<file path="config.mk">
export PLATFORM = sky130hd
export DESIGN_NAME = rv_instr_enc
export DESIGN_NICKNAME = d
export VERILOG_FILES = /design/src/rtl/rv_instr_enc.sv
export SDC_FILE = /design/constraint.sdc
export NUM_CORES = 1
export LEC_CHECK = 0
export ABC_CLOCK_PERIOD_IN_PS = 3700
export BUFFER_PORTS_ARGS = -buffer_cell sky130_fd_sc_hd__buf_2
export CAP_MARGIN = 20
export CORE_MARGIN = 3
export CORE_UTILIZATION = 54
export CTS_BUF_LIST = sky130_fd_sc_hd__clkbuf_8
export DETAILED_ROUTE_END_ITERATION = 10
export PLACE_DENSITY = 0.8
export SKIP_CTS_REPAIR_TIMING = 1
export SYNTH_ARGS = -nofsm -noshare
export SYNTH_HDL_FRONTEND = slang
export SYNTH_SLANG_ARGS = --single-unit
export TNS_END_PERCENT = 10
</file>
<file path="constraint.sdc">
create_clock -name clk_i -period 3.7 [get_ports clk_i]
set_clock_uncertainty 0.05 [all_clocks]
set_input_delay 0.555 -clock clk_i [delete_from_list [all_inputs] [get_ports clk_i]]
set_output_delay 0.555 -clock clk_i [all_outputs]
set_load 0.01 [all_outputs]
</file>
<file path="src/rtl/rv_instr_enc.sv">
`default_nettype none
// ============================================================================
// Module   : rv_instr_enc
// Brief    : Two-stage RISC-V base instruction encoder with immediate range
//            checking, valid/ready handshakes and a saturating error counter.
// Revision : 1.0
// ============================================================================
module rv_instr_enc (
    input  logic        clk_i,
    input  logic        rst_i,
    input  logic        in_valid_i,
    output logic        in_ready_o,
    input  logic [2:0]  fmt_i,
    input  logic [6:0]  opcode_i,
    input  logic [4:0]  rd_i,
    input  logic [4:0]  rs1_i,
    input  logic [4:0]  rs2_i,
    input  logic [2:0]  funct3_i,
    input  logic [6:0]  funct7_i,
    input  logic [63:0] imm_i,
    output logic        out_valid_o,
    input  logic        out_ready_i,
    output logic [31:0] instr_o,
    output logic        err_o,
    output logic [15:0] err_cnt_o
);

    localparam logic [2:0]  c_FMT_R   = 3'd0;
    localparam logic [2:0]  c_FMT_I   = 3'd1;
    localparam logic [2:0]  c_FMT_ISH = 3'd2;
    localparam logic [2:0]  c_FMT_S   = 3'd3;
    localparam logic [2:0]  c_FMT_B   = 3'd4;
    localparam logic [2:0]  c_FMT_U   = 3'd5;
    localparam logic [2:0]  c_FMT_J   = 3'd6;
    localparam logic [31:0] c_NOP     = 32'h0000_0013;
    localparam logic [15:0] c_CNT_MAX = 16'hFFFF;

    logic        r_s1_valid;
    logic        r_s1_err;
    logic [2:0]  r_s1_fmt;
    logic [6:0]  r_s1_opcode;
    logic [4:0]  r_s1_rd;
    logic [4:0]  r_s1_rs1;
    logic [4:0]  r_s1_rs2;
    logic [2:0]  r_s1_funct3;
    logic [6:0]  r_s1_funct7;
    logic [31:0] r_s1_imm;

    logic        r_s2_valid;
    logic        r_s2_err;
    logic [31:0] r_s2_instr;
    logic [15:0] r_err_cnt;

    logic        w_s1_ready;
    logic        w_s2_ready;
    logic        w_range_ok;
    logic        w_sx11;
    logic        w_sx12;
    logic        w_sx20;
    logic        w_sx31;
    logic [31:0] w_word;

    assign w_s2_ready = !r_s2_valid || out_ready_i;
    assign w_s1_ready = !r_s1_valid || w_s2_ready;
    assign in_ready_o = w_s1_ready;

    // Sign-extension checks: every bit above the top encodable bit must match it.
    assign w_sx11 = (&imm_i[63:11]) || !(|imm_i[63:11]);
    assign w_sx12 = (&imm_i[63:12]) || !(|imm_i[63:12]);
    assign w_sx20 = (&imm_i[63:20]) || !(|imm_i[63:20]);
    assign w_sx31 = (&imm_i[63:31]) || !(|imm_i[63:31]);

    always_comb begin
        w_range_ok = 1'b0;
        case (fmt_i)
            c_FMT_R:   w_range_ok = 1'b1;
            c_FMT_I:   w_range_ok = w_sx11;
            c_FMT_ISH: w_range_ok = !(|imm_i[63:5]);
            c_FMT_S:   w_range_ok = w_sx11;
            c_FMT_B:   w_range_ok = !imm_i[0] && w_sx12;
            c_FMT_U:   w_range_ok = !(|imm_i[11:0]) && w_sx31;
            c_FMT_J:   w_range_ok = !imm_i[0] && w_sx20;
            default:   w_range_ok = 1'b0;
        endcase
    end

    always_ff @(posedge clk_i) begin
        if (rst_i) begin
            r_s1_valid  <= 1'b0;
            r_s1_err    <= 1'b0;
            r_s1_fmt    <= 3'd0;
            r_s1_opcode <= 7'd0;
            r_s1_rd     <= 5'd0;
            r_s1_rs1    <= 5'd0;
            r_s1_rs2    <= 5'd0;
            r_s1_funct3 <= 3'd0;
            r_s1_funct7 <= 7'd0;
            r_s1_imm    <= 32'd0;
        end else if (w_s1_ready) begin
            r_s1_valid <= in_valid_i;
            if (in_valid_i) begin
                r_s1_err    <= !w_range_ok;
                r_s1_fmt    <= fmt_i;
                r_s1_opcode <= opcode_i;
                r_s1_rd     <= rd_i;
                r_s1_rs1    <= rs1_i;
                r_s1_rs2    <= rs2_i;
                r_s1_funct3 <= funct3_i;
                r_s1_funct7 <= funct7_i;
                // Range already verified, so the low 32 bits carry the full value.
                r_s1_imm    <= imm_i[31:0];
            end
        end
    end

    always_comb begin
        w_word = c_NOP;
        if (!r_s1_err) begin
            case (r_s1_fmt)
                c_FMT_R:   w_word = {r_s1_funct7, r_s1_rs2, r_s1_rs1, r_s1_funct3,
                                     r_s1_rd, r_s1_opcode};
                c_FMT_I:   w_word = {r_s1_imm[11:0], r_s1_rs1, r_s1_funct3,
                                     r_s1_rd, r_s1_opcode};
                c_FMT_ISH: w_word = {r_s1_funct7, r_s1_imm[4:0], r_s1_rs1,
                                     r_s1_funct3, r_s1_rd, r_s1_opcode};
                c_FMT_S:   w_word = {r_s1_imm[11:5], r_s1_rs2, r_s1_rs1,
                                     r_s1_funct3, r_s1_imm[4:0], r_s1_opcode};
                c_FMT_B:   w_word = {r_s1_imm[12], r_s1_imm[10:5], r_s1_rs2,
                                     r_s1_rs1, r_s1_funct3, r_s1_imm[4:1],
                                     r_s1_imm[11], r_s1_opcode};
                c_FMT_U:   w_word = {r_s1_imm[31:12], r_s1_rd, r_s1_opcode};
                c_FMT_J:   w_word = {r_s1_imm[20], r_s1_imm[10:1], r_s1_imm[11],
                                     r_s1_imm[19:12], r_s1_rd, r_s1_opcode};
                default:   w_word = c_NOP;
            endcase
        end
    end

    always_ff @(posedge clk_i) begin
        if (rst_i) begin
            r_s2_valid <= 1'b0;
            r_s2_err   <= 1'b0;
            r_s2_instr <= 32'd0;
        end else if (w_s2_ready) begin
            r_s2_valid <= r_s1_valid;
            if (r_s1_valid) begin
                r_s2_err   <= r_s1_err;
                r_s2_instr <= w_word;
            end
        end
    end

    always_ff @(posedge clk_i) begin
        if (rst_i) begin
            r_err_cnt <= 16'd0;
        end else if (r_s2_valid && out_ready_i && r_s2_err && (r_err_cnt != c_CNT_MAX)) begin
            r_err_cnt <= r_err_cnt + 16'd1;
        end
    end

    assign out_valid_o = r_s2_valid;
    assign instr_o     = r_s2_instr;
    assign err_o       = r_s2_err;
    assign err_cnt_o   = r_err_cnt;

endmodule
`default_nettype wire

</file>
==> impl_results.md <==
* Hold crit path type: in -> reg
* Via count at 5,234
* H-tree depth at 4
* I/O Pins at roughly 150
* Pwr Total at around 3100 µW
* Vias per inst at approximately 5.6
* Synth Area per Inst at ~7.7 µm²
* Syn-to-layout area delta at 24.9%
* # DRC at 0
* Setup TNS at 0 ns
* Dominant cell by count in the synthesized netlist: nand2_1
* Comb power frac at approximately a tenth
* CTS tree: done
* Reg power frac at 45.0%
* Post-DP HPWL at between 9000 and 10,000 µm
* Final hold slack at roughly 0.32 ns
* Layout Nets at around 900
* Fillers at approximately 740
* GP Congestion at ~0.9
* Crit-path max FO at 23
* GRT Overall Usage at about a quarter
* Critical path class: reg -> reg
* Register Area at ~0.0024 mm²
* Final core utilization at a little under three quarters
* Sw frac at roughly a quarter
* Final WS setup at around 1.3 ns
* Largest net degree at the start of global routing at between 90 and 100
* Mapped Area at slightly above 0.005 mm²
* Slew HR at 34.0%
* WP data arrival at 2.59 ns
* Pre-CTS setup slack at about 1.3 ns
* Pwr per Cell Area at 476 mW/mm²
* EDFF count, synth at 0
* Synth area leader: dfxtp_1
* Final setup violating endpoints at 0
* Remaining Overflow, GRT at 0
* Top_reg_cell synth: dfxtp_1
* Full die area at 0.0107 mm²
* Root buf cell: clkbuf_8
* Area of the multi-input gates at between 0.002 and 0.003 mm²
* Top cells by count, synth: nand2_1 (152), dfxtp_1 (119), a21oi_1 (101)
* Clk pin slew, worst setup/hold paths at ~0.080 ns
* P_int at 2300 µW
* Ranking of synthesized cells by area: dfxtp_1 (46%), nand2_1 (11%), a21oi_1 (9.8%)
* Clock Latency Late Sink at between 0.4 and 0.5 ns
* P_sw at between 700 and 800 µW
* Vias in the first global route at roughly 4,900
* Starting Density at approximately 57%
* Crit path launch type: flop
* Antenna violations before repair at 0
* Final Cycle Share at 64.1%
* First-pass GRT wire length at 23,100 µm
* Die Wd at between 100 and 150 µm
* Maximum vdd drop at between 0.0002 and 0.0003 V
* WL/cell at roughly 15 µm
* Slew Viols, Final at 0
* Worst Path Required at between 3 and 4 ns
* Number of core rows at 34
* ANT nets after route at 0
* # diodes at 0
* Unrepaired setup endpoints after global routing: false
* Synthesized Nets at just under 800
* Crit end category: flop
* Number of synthesized register bits at between 100 and 150
* 1st-iter DRT viols at 320
* Worst Tran Pin Value at around 0.98 ns
* Ys async rst share at 0%
* Share of cells above drive strength 1 at around a quarter
* Count of cell types in the netlist at 50
* I/O Buffers at around 150
* Clock power share at a little under half
* Detailed Route WL at roughly 14,000 µm
* Min Tclk post-route at 2.37 ns
* DRT Pass-1 Iters at 5
* Leak at 0.00267 µW
* Max-cap violations at 0
* Clk sink count at about 120
* Status: complete, no violations
* Final hold viol count at 0
* Fmax at about 420 MHz
* Post-synth top area share at 46.3%
* Deepest clock path buffer count at 2
* Syn. warnings at 0
* CTS Buf Count at 17
* Mapped Cells at 665
* Seq/Total Area, Yosys at a little under half
* Chip height at 104 µm
* Core area at approximately 0.009 mm²
[worst max-delay path, cell delays in order, from the launching register on]
cell and delay, ns:
dfxtp_1 0.77, and3_1 0.30, or3_1 0.71, nor3_1 0.18
a21oi_1 0.17, nor2_1 0.05
[worst paths after layout]
| kind | start | to | slack, ns | cells after the start |
|---|---|---|---|---|
| hold / removal | funct7_i[5] | r_s1_funct7[5] | 0.32 | 3 |
| setup reg to reg | r_s1_fmt[2] | instr_o[26] | 1.33 | 5 |
| hold reg to reg | r_s1_funct7[6] | r_s1_funct7[6] | 0.40 | 2 |
| setup / recovery | r_s1_fmt[2] | instr_o[26] | 1.33 | 5 |
[stage by stage]
step                      cells  instance area [µm²]
after floorplan             665                 5140
after global placement      906                 5920
after detailed placement    906                 5920
after CTS                   938                 6400
after global routing        939                 6420
final                       939                 6420
[cell usage in the layout (no fill, tap or decap), types with 3 or more instances in the layout]
cell type	netlist	routed
o21ai_0	11	11
xnor2_1	9	9
nor2b_1	11	11
nor2_1	71	71
dfxtp_1	119	119
buf_2	7	152
clkinv_4	0	4
a21oi_1	101	101
inv_1	3	3
buf_4	0	6
a22o_1	4	4
nor3_1	18	18
xor2_1	3	3
clkbuf_8	1	19
a22oi_1	21	21
nand3_1	10	10
bufinv_16	0	5
nand2b_1	3	3
a211oi_1	3	3
or3_1	6	6
nand2_1	152	151
nand4_1	19	19
nor4_1	16	16
and3_1	5	5
o22ai_1	6	6
[flip-flops by register name, indices dropped and copies added (netlist names), 5 cells and up]
name	flops
r_s1_rs2	5
r_s1_rs1	5
instr_o	32
r_s1_imm	32
r_s1_rd	5
err_cnt_o	16
r_s1_opcode	7
r_s1_funct7	7
[final cells by class]
cell class | count | area share (%)
tap | 126 | 2.45
sequential | 119 | 37.1
clock inverter | 13 | 3.39
clock buffer | 19 | 4.07
multi-input combinational | 500 | 40.0
timing repair buffer | 159 | 12.9
inverter | 3 | 0.175
[power groups by stage]
stage | clock network [µW] | logic [µW] | registers (µW)
after global routing | 1470 | 327 | 1380
after CTS | 1410 | 290 | 1380
after detailed placement | 0 | 287 | 1400
after floorplan | 0 | 173 | 1390
after global placement | 0 | 277 | 1400
final | 1390 | 294 | 1380
[logic make-up after synthesis]
| kind of cell | count (synthesis) | synth area share (%) |
|---|---|---|
| DFF | 119 | 46.3 |
| xor gates and xnor gates | 12 | 2.04 |
| muxes | 3 | 0.608 |
| and+or+nand+nor | 328 | 29.2 |
| adders and majority gates | 1 | 0.243 |
| buffers and inverters | 46 | 3.87 |
| AOI/OAI and AO/OA | 156 | 17.8 |
[layer usage]
metal	vias to the layer above	track usage [%]	wire length, µm
li1	2577	-	-
met4	0	7.69	183
met2	210	44.1	6940
met5	-	0	0
met3	15	6.22	1140
met1	2432	32.6	5910
No activity file was read; power rests on OpenSTA's default activity.
